### src/rtl/game_judge.sv
// game_judge
// Round referee downstream of the bomb engine and gadget logic. Every game
// tick the explosion map is sampled at both player tiles. Hits are charged
// against per-player lives, each hit is followed by an invulnerability
// window, and the round FSM steps through IDLE -> PLAY -> ROUND_END -> OVER.
//
// Ports:
//   clk          game tick clock (30 Hz domain)
//   rst          synchronous active-high reset
//   i_explode    256-bit flame map, bit n = tile n burning
//   p1_cor       player-1 tile index {y[3:0], x[3:0]}
//   p2_cor       player-2 tile index
//   i_start      start-round request, level-sensitive
//   o_p1_lives   player-1 remaining lives
//   o_p2_lives   player-2 remaining lives
//   o_p1_invuln  player-1 invulnerability active
//   o_p2_invuln  player-2 invulnerability active
//   o_freeze     upstream must ignore movement/bomb placement
//   o_game_over  round finished, result latched
//   o_winner     0 none, 1 player 1, 2 player 2, 3 draw
//   o_state      0 IDLE, 1 PLAY, 2 ROUND_END, 3 OVER
module game_judge #(
    parameter int unsigned LIVES           = 3,
    parameter int unsigned INVULN_TICKS    = 60,
    parameter int unsigned ROUND_END_DELAY = 90
) (
    input  logic         clk,
    input  logic         rst,
    input  logic [255:0] i_explode,
    input  logic [7:0]   p1_cor,
    input  logic [7:0]   p2_cor,
    input  logic         i_start,
    output logic [2:0]   o_p1_lives,
    output logic [2:0]   o_p2_lives,
    output logic         o_p1_invuln,
    output logic         o_p2_invuln,
    output logic         o_freeze,
    output logic         o_game_over,
    output logic [1:0]   o_winner,
    output logic [1:0]   o_state
);

    typedef enum logic [1:0] {
        IDLE      = 2'd0,
        PLAY      = 2'd1,
        ROUND_END = 2'd2,
        OVER      = 2'd3
    } state_t;

    localparam logic [2:0] LIVES_INIT = 3'(LIVES);
    localparam logic [7:0] INV_LOAD   = 8'(INVULN_TICKS);
    localparam logic [7:0] DELAY_LOAD = 8'(ROUND_END_DELAY);

    state_t     state;
    logic [2:0] p1_lives, p2_lives;
    logic [7:0] p1_inv, p2_inv;
    logic [7:0] delay_cnt;
    logic       freeze, game_over;
    logic [1:0] winner;

    logic       p1_hit, p2_hit;
    logic [2:0] p1_lives_nxt, p2_lives_nxt;

    // A hit needs flame on the tile, no active invulnerability and a life to
    // lose; the lives guard is what keeps the 3-bit count from underflowing.
    always_comb begin
        p1_hit       = i_explode[p1_cor] && (p1_inv == '0) && (p1_lives != '0);
        p2_hit       = i_explode[p2_cor] && (p2_inv == '0) && (p2_lives != '0);
        p1_lives_nxt = p1_hit ? (p1_lives - 3'd1) : p1_lives;
        p2_lives_nxt = p2_hit ? (p2_lives - 3'd1) : p2_lives;
    end

    always_ff @(posedge clk) begin
        if (rst) begin
            state     <= IDLE;
            p1_lives  <= LIVES_INIT;
            p2_lives  <= LIVES_INIT;
            p1_inv    <= '0;
            p2_inv    <= '0;
            delay_cnt <= '0;
            freeze    <= 1'b1;
            game_over <= 1'b0;
            winner    <= 2'd0;
        end else begin
            // Invulnerability runs down in every state; a hit or a round
            // start below overrides this default.
            if (p1_inv != '0) p1_inv <= p1_inv - 8'd1;
            if (p2_inv != '0) p2_inv <= p2_inv - 8'd1;

            case (state)
                IDLE, OVER: begin
                    if (i_start) begin
                        state     <= PLAY;
                        p1_lives  <= LIVES_INIT;
                        p2_lives  <= LIVES_INIT;
                        p1_inv    <= '0;
                        p2_inv    <= '0;
                        winner    <= 2'd0;
                        freeze    <= 1'b0;
                        game_over <= 1'b0;
                    end
                end
                PLAY: begin
                    p1_lives <= p1_lives_nxt;
                    p2_lives <= p2_lives_nxt;
                    if (p1_hit) p1_inv <= INV_LOAD;
                    if (p2_hit) p2_inv <= INV_LOAD;
                    // Round ends on the same edge as the fatal decrement.
                    if ((p1_lives_nxt == '0) || (p2_lives_nxt == '0)) begin
                        state     <= ROUND_END;
                        delay_cnt <= DELAY_LOAD;
                        freeze    <= 1'b1;
                        if ((p1_lives_nxt == '0) && (p2_lives_nxt == '0))
                            winner <= 2'd3;
                        else if (p2_lives_nxt == '0)
                            winner <= 2'd1;
                        else
                            winner <= 2'd2;
                    end
                end
                ROUND_END: begin
                    if (delay_cnt == 8'd1) begin
                        state     <= OVER;
                        game_over <= 1'b1;
                    end else begin
                        delay_cnt <= delay_cnt - 8'd1;
                    end
                end
                default: state <= IDLE;
            endcase
        end
    end

    assign o_p1_lives  = p1_lives;
    assign o_p2_lives  = p2_lives;
    assign o_p1_invuln = (p1_inv != '0);
    assign o_p2_invuln = (p2_inv != '0);
    assign o_freeze    = freeze;
    assign o_game_over = game_over;
    assign o_winner    = winner;
    assign o_state     = state;

endmodule
### config.mk
export PLATFORM = sky130hd
export DESIGN_NAME = game_judge
export DESIGN_NICKNAME = d
export VERILOG_FILES = /design/src/rtl/game_judge.sv
export SDC_FILE = /design/constraint.sdc
export NUM_CORES = 1
export LEC_CHECK = 0
export BUFFER_PORTS_ARGS = -buffer_cell sky130_fd_sc_hd__buf_2
export CORE_ASPECT_RATIO = 1.1
export CORE_UTILIZATION = 49
export DETAILED_ROUTE_END_ITERATION = 6
export PLACE_DENSITY = 0.89
export SLEW_MARGIN = 20
export SYNTH_ARGS = -nofsm -noshare
export SYNTH_HDL_FRONTEND = slang
export SYNTH_SLANG_ARGS = --single-unit
### constraint.sdc
create_clock -name clk -period 4.27 [get_ports clk]
set_input_delay 0.6405 -clock clk [delete_from_list [all_inputs] [get_ports clk]]
set_output_delay 0.6405 -clock clk [all_outputs]
set_load 0.05 [all_outputs]
==> impl_metrics.tcl <==
set metrics [dict create \
    wirelength_um 24300 \
    clock-sinks 36 \
    synth_edf_count 0 \
    dieHeight_um 121 \
    clkTransAtPathRegs_ns 0.06 \
    multi_input_area_um2 5210 \
    grt_overflow 0 \
    wire_per_inst_um 23.4 \
    drv_cap 0 \
    synth-compound-area-share_pct 11.9 \
    arrival_ns 4.11 \
    cts-resized-gates 0 \
    io_buffers 288 \
    grt_pass1_vias 7050 \
    syn_area_um2 6290 \
    postLayoutCoreUtil_pct 64.2 \
    peakVddDrop_mv 0.754 \
    hold_buffers 0 \
    synthSimpleGateAreaFrac_pct 15.4 \
    grt_max_degree 37 \
    syn_inst 602 \
    ys_types 58 \
    path_cells "buf_2, buf_12, buf_12, mux4_2, mux2i_1, a2111oi_0, o2111ai_1, a311oi_1, a41oi_4, mux2i_1, and3_1, or4_1, a21oi_1" \
    maxSlewViolCount 0 \
    nFillCells 1022 \
    ys_ff_latch 36 \
    dpl.hpwl_um 19900 \
    cts_buffer_depth 2 \
    synth_nets 888 \
    drt_first_iter_violations 779 \
    worst_pin_slew_ns 0.861 \
    fin_skew_ns 0.00498 \
    antenna_found_initial 7 \
    vias 7027 \
    setup-tns-final_ns 0 \
    clock.fmax_mhz 257 \
    ys_seq_area_share_pct 11.5 \
    synth_xor_area_share_pct 1.95 \
    hold_class "register to register" \
    io_pins 289 \
    clockRootBuffer "clkbuf_16" \
    synthToLayoutAreaGrowth_pct 28.4 \
    cts_htree_levels 2 \
    yosys_warnings 0 \
    path_buf_inv 3 \
    rsz0062_at_grt "false" \
    slew_headroom_pct 42.4 \
    nets 1157 \
    power_density_nw_per_um2 368 \
    place_area_um2 7910 \
    hold_viol_final 0 \
    cp_max_fo 34 \
    dr.pass1.iters 5 \
    period_needed_ns 3.90 \
    cpLargestDelayFamily "compound AO/OA/AOI/OAI gates" \
    via_per_inst 6.77 \
    startpoint_type "primary input" \
    avgSynthCellArea_um2 10.5 \
    p_total_mw 2.98 \
    cts_buffers 5 \
    seqCellArea_um2 721 \
    fin_area_um2 8080 \
    slowest_delay_ns 0.57 \
    drc 0 \
    r2r_slack_ns 0.40 \
    slowest_stage "a2111oi_0" \
    final_cell_mix "buf_2, mux4_2, nand2_1" \
    holdWs_ns 0.476 \
    synth_fa_ha_area_share_pct 2.19 \
    die_w_um 110 \
    core_area_um2 12600 \
    critPathKind "primary input to register" \
    end_kind "register" \
    clock_latency_ns 0.28 \
    post-route-period-util_pct 91.3 \
    ant_nets 0 \
    drive_gt1_share_pct 52.3 \
    synth_top_flop_cell "dfxtp_1" \
    post_cts_buffers 0 \
    final_common_cell "buf_2" \
    grt_usage_pct 37.1 \
    rows 43 \
    synth_top_family_by_area "multiplexers" \
    synth_mux_area_share_pct 51.4 \
    grt_pass1_wl_um 36700 \
    routabilityCongestion 0.984 \
    cts_tree "done" \
    critPathRequiredTime_ns 4.49 \
    dieArea_um2 13300 \
    status "finished clean" \
    start_util_pct 50.0 \
    power_leakage_nw 3.43 \
    setup_viol 0 \
    synthArstFlopShare_pct 0 \
]
-- worst paths after layout --
kind	from	endpoint	cells past startpoint
max	p2_cor[2]	delay_cnt[7]	13
min	o_winner[0]	o_winner[0]	2
max reg2reg	p2_inv[0]	delay_cnt[7]	12
min reg2reg	o_winner[0]	o_winner[0]	2
-- registers in the layout (all words and copies together) (netlist names), 2 cells and up --
signal,cells
o_p1_lives,3
o_state,2
p2_inv,8
delay_cnt,8
p1_inv,8
o_winner,2
o_p2_lives,3
-- power by group --
group | switching [mW] | total (mW) | leakage (nW) | internal, mW
registers | 0.122 | 0.584 | 0.295 | 0.462
logic | 1.17 | 2.02 | 3.06 | 0.851
clock network | 0.141 | 0.371 | 0.0767 | 0.230
-- worst register-to-register path, stage by stage (launching register included) --
cell	delay, ns
dfxtp_1	0.33
inv_1	0.08
ha_1	0.20
or4b_1	0.49
nand2b_1	0.33
a2111oi_0	0.50
o2111ai_1	0.21
a311oi_1	0.42
a41oi_4	0.12
mux2i_1	0.17
and3_1	0.29
or4_1	0.51
a21oi_1	0.14
-- layer usage --
layer / up-vias / part of all wire [%] / GRT usage, %
met5: - / 0 / 0
met4: 0 / 4.9 / 18.1
met3: 103 / 9.8 / 5.39
met2: 549 / 52 / 64.6
met1: 3348 / 34 / 44.2
li1: 3027 / - / -
-- metrics by stage --
step                std cells  setup slack (ns)
floorplan                 602             0.498
global placement         1021             0.219
detailed placement       1021             0.142
CTS                      1029             0.419
global route             1037             0.113
finish                   1038             0.374
-- synthesized netlist by cell type (4+ instances only) --
cell type	instances	share of area, %
mux4_2	123	44
nand2_1	52	3.1
mux2i_1	42	6.7
nor2_1	42	2.5
dfxtp_1	36	11
a21oi_1	22	1.8
buf_2	20	1.6
nand3_1	20	1.6
inv_1	19	1.1
clkbuf_1	18	1.1
nor3_1	16	1.3
a22oi_1	15	1.8
o21ai_0	15	1.2
xnor2_1	12	1.7
ha_1	11	2.2
nand2b_1	11	1.1
nor2b_1	11	1.1
a2111oi_0	9	1.3
nor4_1	9	0.89
a31oi_1	7	0.70
buf_4	6	0.72
a211oi_1	5	0.60
a311oi_1	5	0.70
and3_1	5	0.50
buf_6	5	0.89
nand4_1	5	0.50
o211ai_1	5	0.60
or3_1	5	0.50
buf_1	4	0.24
mux2_2	4	0.72
nand4b_1	4	0.56
-- cell type report --
class	instances	area share, %
clock buffers	6	1.72
flip-flops and latches	36	8.92
repair buffers	315	21.1
well taps	157	2.43
inverters	20	0.930
multi-input cells	493	64.5
clock inverters	2	0.124
diodes	9	0.279
-- logic make-up (layout without fill, tap and decap cells) --
| group | after synthesis | in the layout |
|---|---|---|
| and+or+nand+nor | 194 | 194 |
| muxes | 169 | 169 |
| AOI/OAI and AO/OA | 105 | 105 |
| buffers and inverters | 73 | 343 |
| DFF | 36 | 36 |
| xor gates and xnor gates | 14 | 14 |
| adders and majority gates | 11 | 11 |
| other | 0 | 9 |
No activity file was read; power rests on OpenSTA's default activity.
